===== config.mk =====
export PLATFORM = sky130hd
export DESIGN_NAME = uart_reg_writer
export DESIGN_NICKNAME = d
export VERILOG_FILES = /design/src/rtl/uart_reg_writer.sv
export SDC_FILE = /design/constraint.sdc
export NUM_CORES = 1
export LEC_CHECK = 0
export ABC_AREA = 1
export CORE_ASPECT_RATIO = 1.5
export CORE_MARGIN = 5
export CORE_UTILIZATION = 61
export CTS_BUF_LIST = sky130_fd_sc_hd__clkbuf_16
export DETAILED_ROUTE_END_ITERATION = 10
export PLACE_DENSITY = 0.9
export SYNTH_ARGS = -nofsm -noshare
export SYNTH_HDL_FRONTEND = slang
export SYNTH_SLANG_ARGS = --single-unit

===== constraint.sdc =====
create_clock -name clk -period 3.7 [get_ports clk]
set_clock_uncertainty 0.05 [all_clocks]
set_input_delay 0.555 -clock clk [delete_from_list [all_inputs] [get_ports clk]]
set_output_delay 0.555 -clock clk [all_outputs]
set_load 0.01 [all_outputs]

===== src/rtl/uart_reg_writer.sv =====
// uart_reg_writer
// Parses framed register-write commands from the UART RX byte stream and
// issues single-word writes into port B of the camera/IPM register BRAM.
//
// Frame: HEADER, ADDR, D3, D2, D1, D0, CHK
//   data = {D3[0], D2, D1, D0}, D3[7:1] must be zero
//   CHK  = ADDR ^ D3 ^ D2 ^ D1 ^ D0
//
// Ports:
//   clk          system clock
//   i_reset      synchronous, active-high reset
//   i_enable     BRAM port B clock enable; a write commits only while high
//   i_configured default_reg_writer finished; bytes are ignored while low
//   i_rx_data    received byte
//   i_rx_valid   one-cycle strobe qualifying i_rx_data
//   o_addr       BRAM port B address (holds last value outside WRITE)
//   o_data       BRAM port B write data (holds last value outside WRITE)
//   o_we         BRAM port B write enable, high for the whole WRITE state
//   o_busy       high whenever a frame is in progress or a write is pending
//   o_ack        one-cycle pulse on the commit cycle
//   o_err        one-cycle pulse for each rejected frame / stray byte
module uart_reg_writer #(
    parameter int             DEPTH      = 88,
    parameter int             ADDR_WIDTH = 7,
    parameter int             DATA_WIDTH = 25,
    parameter logic [7:0]     HEADER     = 8'hA5,
    parameter int             TIMEOUT    = 100000,
    parameter int             TO_WIDTH   = 17
) (
    input  logic                  clk,
    input  logic                  i_reset,
    input  logic                  i_enable,
    input  logic                  i_configured,
    input  logic [7:0]            i_rx_data,
    input  logic                  i_rx_valid,
    output logic [ADDR_WIDTH-1:0] o_addr,
    output logic [DATA_WIDTH-1:0] o_data,
    output logic                  o_we,
    output logic                  o_busy,
    output logic                  o_ack,
    output logic                  o_err
);

    typedef enum logic [2:0] {
        S_IDLE  = 3'd0,
        S_ADDR  = 3'd1,
        S_D3    = 3'd2,
        S_D2    = 3'd3,
        S_D1    = 3'd4,
        S_D0    = 3'd5,
        S_CHK   = 3'd6,
        S_WRITE = 3'd7
    } state_t;

    state_t              state_r;
    state_t              state_s;
    logic [7:0]          addr_byte_r;
    logic [7:0]          d3_r;
    logic [7:0]          d2_r;
    logic [7:0]          d1_r;
    logic [7:0]          d0_r;
    logic [TO_WIDTH-1:0] to_cnt_r;
    logic                err_pend_r;
    logic                in_frame_s;
    logic                frame_ok_s;
    logic                timeout_s;
    logic                commit_s;
    logic                err_event_s;

    function automatic logic [7:0] frame_xor(input logic [7:0] a, input logic [7:0] b,
                                             input logic [7:0] c, input logic [7:0] d,
                                             input logic [7:0] e);
        return a ^ b ^ c ^ d ^ e;
    endfunction

    assign in_frame_s = (state_r != S_IDLE) && (state_r != S_WRITE);
    assign frame_ok_s = (i_rx_data == frame_xor(addr_byte_r, d3_r, d2_r, d1_r, d0_r))
                     && (addr_byte_r < 8'(DEPTH))
                     && (d3_r[7:1] == 7'd0);
    // A byte in the same cycle always wins over the timeout.
    assign timeout_s  = in_frame_s && !i_rx_valid
                     && (to_cnt_r == TO_WIDTH'(TIMEOUT - 1));
    assign commit_s   = (state_r == S_WRITE) && i_enable;

    assign o_we   = (state_r == S_WRITE);
    assign o_busy = (state_r != S_IDLE);
    assign o_ack  = commit_s;
    // An error raised while a write is pending is held back for one cycle if
    // it would land on the commit cycle, so o_err and o_ack never coincide.
    assign o_err  = err_pend_r && !commit_s;

    // Next-state and error-event logic.
    always_comb begin
        state_s     = state_r;
        err_event_s = 1'b0;
        case (state_r)
            S_IDLE: begin
                if (i_configured && i_rx_valid && (i_rx_data == HEADER)) begin
                    state_s = S_ADDR;
                end else begin
                    state_s = S_IDLE;
                end
            end
            S_ADDR, S_D3, S_D2, S_D1, S_D0: begin
                if (!i_configured) begin
                    state_s = S_IDLE;
                end else if (i_rx_valid) begin
                    state_s = state_t'(state_r + 3'd1);
                end else if (timeout_s) begin
                    state_s     = S_IDLE;
                    err_event_s = 1'b1;
                end else begin
                    state_s = state_r;
                end
            end
            S_CHK: begin
                if (!i_configured) begin
                    state_s = S_IDLE;
                end else if (i_rx_valid) begin
                    if (frame_ok_s) begin
                        state_s = S_WRITE;
                    end else begin
                        state_s     = S_IDLE;
                        err_event_s = 1'b1;
                    end
                end else if (timeout_s) begin
                    state_s     = S_IDLE;
                    err_event_s = 1'b1;
                end else begin
                    state_s = state_r;
                end
            end
            S_WRITE: begin
                // Stray bytes are flagged but never cancel the pending write.
                err_event_s = i_rx_valid;
                if (commit_s) begin
                    state_s = S_IDLE;
                end else begin
                    state_s = S_WRITE;
                end
            end
            default: begin
                state_s = S_IDLE;
            end
        endcase
    end

    // State, byte latches, timeout counter, output address/data and error pulse.
    always_ff @(posedge clk) begin
        if (i_reset) begin
            state_r     <= S_IDLE;
            addr_byte_r <= 8'd0;
            d3_r        <= 8'd0;
            d2_r        <= 8'd0;
            d1_r        <= 8'd0;
            d0_r        <= 8'd0;
            to_cnt_r    <= '0;
            err_pend_r  <= 1'b0;
            o_addr      <= '0;
            o_data      <= '0;
        end else begin
            state_r    <= state_s;
            err_pend_r <= err_event_s || (err_pend_r && commit_s);

            if (!in_frame_s || i_rx_valid) begin
                to_cnt_r <= '0;
            end else begin
                to_cnt_r <= to_cnt_r + {{(TO_WIDTH-1){1'b0}}, 1'b1};
            end

            if (i_rx_valid) begin
                case (state_r)
                    S_ADDR:  addr_byte_r <= i_rx_data;
                    S_D3:    d3_r        <= i_rx_data;
                    S_D2:    d2_r        <= i_rx_data;
                    S_D1:    d1_r        <= i_rx_data;
                    S_D0:    d0_r        <= i_rx_data;
                    default: d0_r        <= d0_r;
                endcase
            end

            // Address/data only change when a frame is accepted, so they hold
            // their last values while o_we is low.
            if ((state_r == S_CHK) && (state_s == S_WRITE)) begin
                o_addr <= addr_byte_r[ADDR_WIDTH-1:0];
                o_data <= DATA_WIDTH'({d3_r[0], d2_r, d1_r, d0_r});
            end
        end
    end

endmodule


---- Word level (Yosys, flattened, before mapping) ----
Cells that the tools add are included.
Widths: inputs -> output; s select.
cells by class
  $add $sub $neg .......................... 2
  magnitude comparators ................... 1
  equal/unequal tests ..................... 12
  mux-type cells .......................... 16
  bitwise gates (word level) .............. 4
  reduce and logical (&&, ||, !) cells .... 26
operators with widths
  kind                   count
  $xor 8x8->8            4
  $mux 3                 7
  $add 17x1->17 const B  1
  $eq 17x17->1 const B   1
  $eq 3x3->1 const B     5
  $pmux 3 s4             1
  $logic_and 1x1->1      11
  $reduce_and 2->1       5
  $eq 8x8->1             1
  $eq 8x8->1 const B     1
  $lt 8x7->1 const B     1
  $logic_not 7->1        1
  $mux 1                 7
  $eq 3x2->1 const B     2
  $reduce_or 5->1        1
  $add 3x1->3 const B    1
  $eq 3x1->1 const B     1
  $logic_not 1->1        3
  $logic_not 3->1        1
  $ne 3x3->1 const B     1
  $pmux 1 s3             1
  $reduce_bool 3->1      1
  $logic_or 1x1->1       2
  $reduce_or 2->1        1
storage, ports and cells
  register bits after elaboration ......... 93
  input port bits ......................... 13
  output and inout port bits .............. 36

---- Longest topological paths before layout ----
  depth after elaboration ................. 13
  mapped depth ............................ 21
  depth with buffers taken out ............ 20

---- Worst setup path before layout ----
Ideal clock, no wire load.
  kind .................................... input to register
  start ................................... input i_rx_valid
  end ..................................... register o_addr[0]
  library setup time ...................... 0.064 ns
  arrival ................................. 2.021 ns
  required time ........................... 3.586 ns
  setup slack ............................. 1.565 ns
  stages .................................. 17
  path buffers ............................ 2
  cells stage by stage .................... buf_2 > inv_2 > nand3_2 > nor4_2 > nand2_1 > nand2_1 > nand2_1 > nand3_1 > nand2_1 > clkinv_1 > nand3_1 > nand2_2 > inv_2 > buf_2 > nand3_1 > nand2_1 > nor2_1
between the ends
  cells in the longest elaborated chain, start to end .. 9
  elaborated cells between the ends (all ways) .. 14
  those cells by class .................... eq/ne: 1; mux: 7; reduce/logical: 6
ends and longest elaborated chain
  item                       line      RTL
  start, declared            35        input logic i_rx_valid,
  $logic_not 1->1            81        assign timeout_s = in_frame_s && !i_rx_valid
  $logic_and 1x1->1          81
  $logic_and 1x1->1          82        && (to_cnt_r == TO_WIDTH'(TIMEOUT - 1));
  $mux 3                     109, 126
  $mux 3 (on tied branches)  119, 107
  $mux 3 (on tied branches)  117, 105
  $pmux 3 s4 (*)             96        case (state_r)
  $eq 3x3->1 (*)             184       if ((state_r == S_CHK) && (state_s == S_WRITE)) begin
  $logic_and 1x1->1 (*)      184
  end signal, assigned       185       o_addr <= addr_byte_r[ADDR_WIDTH-1:0];
  end, declared              36        output logic [ADDR_WIDTH-1:0] o_addr,
Every way passes the cells marked *; elsewhere a longest branch is shown, timed or not.
A chain may end at the register's enable or synchronous reset.

---- Worst setup path in the final report ----
  start ................................... input i_rx_data[0]
  end ..................................... register o_data[14]
between the ends
  cells in the longest elaborated chain, start to end .. 9
  elaborated cells between the ends (all ways) .. 12
  those cells by class .................... eq/ne: 3; mux: 5; reduce/logical: 4
ends and longest elaborated chain
  item                   line  RTL
  start, declared        34    input logic [7:0] i_rx_data,
  $eq 8x8->1             77    assign frame_ok_s = (i_rx_data == frame_xor(addr_byte_r, d3_r, d2_r, d1_r, d0_r))
  $logic_and 1x1->1      78    && (addr_byte_r < 8'(DEPTH))
  $logic_and 1x1->1      79    && (d3_r[7:1] == 7'd0);
  $mux 3                 120   if (frame_ok_s) begin
  $mux 3                 119   end else if (i_rx_valid) begin
  $mux 3                 117   if (!i_configured) begin
  $pmux 3 s4 (*)         96
  $eq 3x3->1 (*)         184
  $logic_and 1x1->1 (*)  184
  end signal, assigned   186   o_data <= DATA_WIDTH'({d3_r[0], d2_r, d1_r, d0_r});
  end, declared          37    output logic [DATA_WIDTH-1:0] o_data,
Marked as above.

==> results.toml <==
[finish]
diodes = 0
area_growth_syn_to_layout_pct = 17.6
finalNonFillerCells = 841
final.fill_count = 578
layout.nets = 758
drive_gt1_share_pct = 6.21

[global_routing]
grt_remaining_overflow = 0
grt_max_degree = 71
grt_util_all_layers_pct = 27.7
grt_pass1_vias = 4615
grt_pass1_wl_mm = 20.2
antenna_found_initial = 0

[logic_synthesis]
synth_area_leaders = "dfxtp_1 41%, nand2_1 15%, nand3_1 8.4%, nor2_1 7.8%, inv_1 5.5%"
yosysWarnings = 0
syn_area_um2 = 4580
synth_nets = 716
syn-instance-count = 696
syn_area_per_cell_um2 = 6.59
synth_top_area_cell = "dfxtp_1"
yosysTopAreaCellShare_pct = 40.6
synth_seq_cells = 93
post_synth_num_cell_types = 36
yosysSeqAreaShare_pct = 40.6

[clocking]
cts_made_buffers = 9
cts_setup_buffers = 0
clkLatencyLatePin_ns = 0.35
cts.sinks = 93
cts-hold-fix-buffers = 0
path_clk_slew_ns = 0.06
cts_buffer_depth = 2
post_cts_resize_count = 0
cts_tree = "built"
clock-root-buffer = "clkbuf_16"
ctsHtreeMaxLevel = 3

[setup_path]
r2r_slack_ns = 1.06
worstSetupPathType = "in2reg"
startpoint_type = "input pin"
cp-end-kind = "register"
crit_required_ns = 3.89
arrival_ns = 3.11
crit_fanout = 13

[routing]
viasPerCell = 5.63
wl_per_cell_um = 14.4
remaining_drc_errors = 0
vias = 4737
postRouteWirelength_mm = 12.1
detail-route-antenna-nets = 0
drt_iter0_drc = 490
first_pass_iters = 5

[die]
rows = 38
initial_core_util_pct = 63.0
dieArea_um2 = 9390
die_h_um = 116
pin_count = 49
fp.coreArea_um2 = 7270
die_w_um = 80.8

[placement]
place_inst = 827
port_buffers = 48
hpwl_mm = 8.65
gp_congestion = 0.939

[timing]
fin_crit_ns = 2.92
slew_viol_final = 0
rsz0062_at_grt = "false"
setup-tns-final_ns = 0
hold_violations = 0
timing.slew.headroom_pct = 51.3
hold_ws_ns = 0.399
max_freq_mhz = 342
post-route-period-util_pct = 78.9
tightest_slew_ns = 0.729
setup_viol = 0

[worst_hold_path]
worst_hold_path_type = "reg2reg"

[flow_run]
maxCapViolCount = 0

[pwr]
seqPwrFrac_pct = 51.3
intPower_w = 0.00154
powerDensity_nw_per_um2 = 362
power_w = 0.00195
switchingPower_w = 0.000416
p_clk_share_pct = 44.7
pwr-share-comb_pct = 4.0
switching_share_pct = 21.3
p_leak_nw = 2.18
peakVddDrop_mv = 0.335

[outcome]
status = "finished clean"
[flip-flops by register name, indices dropped and copies added, names as in the netlist]
register	cells
addr_byte_r	8
d0_r	8
d1_r	8
d2_r	8
d3_r	8
err_pend_r	1
o_addr	7
o_data	25
state_r	3
to_cnt_r	17
[metal layers]
metal | track usage [%] | vias up | part of all wire [%]
met5 | 0 | - | 0
met4 | 15.1 | 0 | 4.8
met3 | 5.40 | 57 | 6.7
li1 | - | 2301 | -
met1 | 28.9 | 2173 | 36
met2 | 51.3 | 206 | 53
[layout by cell type, fill, tap and decap left out, types with 8 or more instances in the layout]
master           count
a21oi_1             48
o21ai_0             46
dfxtp_1             93
inv_2               11
clkbuf_16            9
clkdlybuf4s50_1     48
buf_4                8
nand2_1            184
inv_1               69
nand3_1             77
nor2_1              95
[synthesized netlist by cell type]
cell type  count
o21a_1         1
a31oi_1        1
o211ai_1       1
nand2_1      184
clkbuf_1      12
nand3b_1       1
nor3b_1        3
o41ai_1        1
buf_6          3
inv_2         11
nand3_1       77
o21ai_0       46
clkinv_1       2
nor2_4         1
xnor2_1        3
nand3_2        1
or4_1          1
inv_1         67
and2_1         1
nor3_1         6
nor2_1        95
nor2_2         2
nor4_2         1
buf_4          1
a21oi_4        1
a221oi_1       2
buf_2          7
nand2_2        7
or2_2          3
a21oi_1       48
nand4_1        2
xor2_1         1
buf_1          2
dfxtp_1       93
o311ai_0       1
ha_1           7
[power groups by stage]
stage | registers (W) | logic (W) | clock network [W]
global placement | 0.00102 | 0.0000730 | 0
detailed placement | 0.00102 | 0.0000755 | 0
floorplan | 0.00102 | 0.0000445 | 0
global route | 0.00100 | 0.0000855 | 0.000918
finish | 0.00100 | 0.0000778 | 0.000873
CTS | 0.00100 | 0.0000763 | 0.000876
[kinds of logic (layout without fill, tap and decap cells)]
logic type,after synthesis,after routing,synth area share [%]
buffers and inverters,105,150,9.36
XOR/XNOR,4,4,0.764
AO/OA/AOI/OAI,102,102,11.8
flip-flops,93,93,40.6
AND/OR/NAND/NOR,385,385,35.5
adder cells (fa/ha/maj),7,7,1.91
[final cells by class]
class,instances,area (µm²),share of cell area (%)
inverters,80,300,5.57
multi-input cells,498,2290,42.5
repair buffers,56,541,10.0
clock buffers,9,225,4.18
flip-flops and latches,93,1860,34.5
well taps,100,125,2.32
clock inverters,5,46.3,0.858
[per-stage QoR]
step | instance area [µm²] | utilization [%] | worst slack [ns]
final | 5390 | 74.1 | 0.779
after global routing | 5390 | 74.1 | 0.507
after CTS | 5390 | 74.1 | 0.813
after detailed placement | 5120 | 70.4 | 0.512
after global placement | 5120 | 70.4 | 0.577
after floorplan | 4580 | - | 1.56
[path summary, 6_finish.rpt]
path	startpoint	endpoint	cells past startpoint
setup / recovery	i_rx_data[0]	o_data[14]$_SDFFE_PP0P_	21
hold / removal	to_cnt_r[0]$_SDFF_PP0_	to_cnt_r[0]$_SDFF_PP0_	1
setup reg to reg	state_r[0]$_SDFF_PP0_	o_addr[0]$_SDFFE_PP0P_	13
hold reg to reg	to_cnt_r[0]$_SDFF_PP0_	to_cnt_r[0]$_SDFF_PP0_	1
[critical path, stage by stage]
cell	delay, ns
clkdlybuf4s50_1	0.67
inv_2	0.10
nand2_2	0.07
nand2_1	0.05
nand2_1	0.05
nand2_1	0.05
nand2_1	0.08
nand2_1	0.06
inv_1	0.05
nand2_1	0.05
nor2_2	0.10
nand3_1	0.10
nand2_2	0.10
nand2_1	0.07
nand2_1	0.08
nand2_2	0.08
a21oi_4	0.35
buf_4	0.24
nand3_1	0.08
nand2_1	0.07
nor2_1	0.05
Power figures use the tool's default switching activity.
==> variant, RTL diff (same flow settings) <==
Change the parameter `ADDR_WIDTH` from 7 to 8.
--- a/src/rtl/uart_reg_writer.sv
+++ b/src/rtl/uart_reg_writer.sv
@@ -23,3 +23,3 @@
     parameter int             DEPTH      = 88,
-    parameter int             ADDR_WIDTH = 7,
+    parameter int             ADDR_WIDTH = 8,
     parameter int             DATA_WIDTH = 25,
Interface: changed (resized o_addr); port bits go from 49 to 50. No check against the original RTL was run, so the function may have changed too.
==> variant against the unedited design <==
Sequential cell count is 1 higher; count of clock-buffer cells in the layout is the same; worst hold slack hardly changed; worst setup slack better by 0.062 ns; cell area is 2.3% higher; synthesized area rose by 3.9%; global-route usage decreased by 1.6 points; routed wire length shrank 1.6%; total power rose by 0.60%; largest power group unchanged.
==> variant: results (changes against the unedited design) <==
yosys:
  async_reset_ff_frac: 0  # unchanged
  synth.distinct_cells: 35  # was 36
  yosys_warnings: 0  # unchanged
  synth_fp_nets: 724  # was 716
  synth_ff_type: "dfxtp_1"  # unchanged
  ys_top_cells_by_area: "dfxtp_1, nand2_1, nand3_1, nor2_1, a21oi_1"  # was dfxtp_1, nand2_1, nand3_1, nor2_1, inv_1
  synthTopCellsByCount: "nand2_1, dfxtp_1, nor2_1, nand3_1, inv_1"  # was nand2_1, nor2_1, dfxtp_1, nand3_1, inv_1
  ys_seq_area_frac: 0.395  # was 0.406
setup_path:
  crit_path_max_incr_delay_ns: 0.65  # was 0.67 ns
  crit_slowest_cell: "clkdlybuf4s50_1"  # unchanged
  critPathArrivalTime_ns: 3.09  # was 3.11 ns
  r2r-end: "o_data[12]$_SDFFE_PP0P_"  # was o_addr[0]$_SDFFE_PP0P_
  rr_worst_depth: 17  # was 13
  cp_max_fo: 33  # was 13
  r2r_start: "addr_byte_r[7]$_SDFFE_PP0P_"  # was state_r[0]$_SDFF_PP0_
  worstSetupEndpointType: "register"  # unchanged
  reg2reg_setup_slack_ns: 1.18  # was 1.06 ns
  cp_top_family: "simple AND/OR/NAND/NOR gates"  # unchanged
  critical_path.startpoint: "i_rx_data[1]"  # was i_rx_data[0]
detailed_routing:
  num_vias: 4674  # was 4737
  dr.first_iter.drc_count: 342  # was 490
  drt_first_pass_iters: 5  # unchanged
  routed_wl_um: 11900  # was 12100 um
layout:
  antenna_cells: 0  # unchanged
  drive_above_1_share: 0.103  # was 0.0621
  largest_register_ffs: 25  # unchanged
  reg_top3: "o_data: 25 flops, to_cnt_r: 17 flops"  # unchanged
  nNetsFinal: 763  # was 758
hold_path:
  hp-start: "to_cnt_r[0]$_SDFF_PP0_"  # unchanged
  hold_path_class: "reg -> reg"  # unchanged
  holdPathEnd: "to_cnt_r[0]$_SDFF_PP0_"  # unchanged
  holdPathStages: 1  # unchanged
clocking:
  ctsLongestPathBuffers: 2  # unchanged
  postCtsSetupBuffers: 0  # unchanged
  path_clk_slew_ns: 0.06  # about the same
  clkLatencyLatePin_ns: 0.34
  post_cts_resized: 0  # unchanged
  htree_levels: 3  # unchanged
  numCtsBuffers: 9  # unchanged
  root_buffer: "clkbuf_16"  # unchanged
sta:
  hold_ws_ns: 0.399  # about the same
  max-slew-margin-rel: 0.301  # was 0.513
power:
  power.leakage_nw: 2.28  # was 2.18 nW
  peakVddDrop_uv: 284  # was 335 uV
place:
  io_buffer_count: 49  # was 48
  dp_hpwl_um: 8760  # was 8650 um
  gp_congestion: 0.931  # was 0.939
status:
  status: "completed"  # unchanged
grt:
  grt_pass1_wl_um: 20000  # was 20200 um
  grt.total_usage: 0.261  # was 0.277
  grt_max_degree: 36  # was 71
  grt_antenna_before_repair: 0  # unchanged
  grt_pass1_vias: 4631  # was 4615
-- variant: cell count changes in the layout (fill, tap and decap cells not counted), moves of 3 or more --
cell and delta:
a21oi_1 +3, buf_4 -5, inv_1 +3, inv_2 +9, nand2_1 -9, nand2_2 +3, nand3_1 -4, nor2_1 -18
nor2_2 +19, nor3_1 +3, nor4_1 +3
-- variant: logic make-up after synthesis --
group | synth area share
DFF | 0.395
and+or+nand+nor | 0.361
AOI/OAI and AO/OA | 0.112
buffers and inverters | 0.105
xor gates and xnor gates | 0.00736
adders and majority gates | 0.0184
-- variant: area by class of cell --
cell class	count	area [sq um]
inverter	89	339
clock buffer	9	225
timing repair buffer	52	513
tap	102	128
sequential	94	1880
clock inverter	7	52.6
multi-input combinational	497	2380
fill	620	2090
-- variant: power breakdown --
group,internal (mW),total [mW],switching [mW]
combinational,0.0281,0.0783,0.0503
clock,0.509,0.874,0.365
sequential,1.01,1.01,0.0000894
-- variant: stage by stage --
step / cell area [sq um] / cells / setup WS (ns) / utilization / total power, mW
global route: 5520 / 850 / 0.540 / 0.725 / 2.03
detailed placement: 5240 / 834 / 0.535 / 0.688 / 1.11
CTS: 5520 / 850 / 0.863 / 0.725 / 1.97
floorplan: 4760 / 704 / 1.61 / - / 1.08
finish: 5520 / 850 / 0.841 / 0.725 / 1.96
global placement: 5240 / 834 / 0.618 / 0.688 / 1.11
-- variant: per-layer routing --
| layer | global-route usage | wire (um) |
|---|---|---|
| met1 | 0.263 | 4480 |
| met2 | 0.463 | 6240 |
| met3 | 0.0594 | 552 |
| met4 | 0.166 | 601 |
| met5 | 0.00556 | 0 |
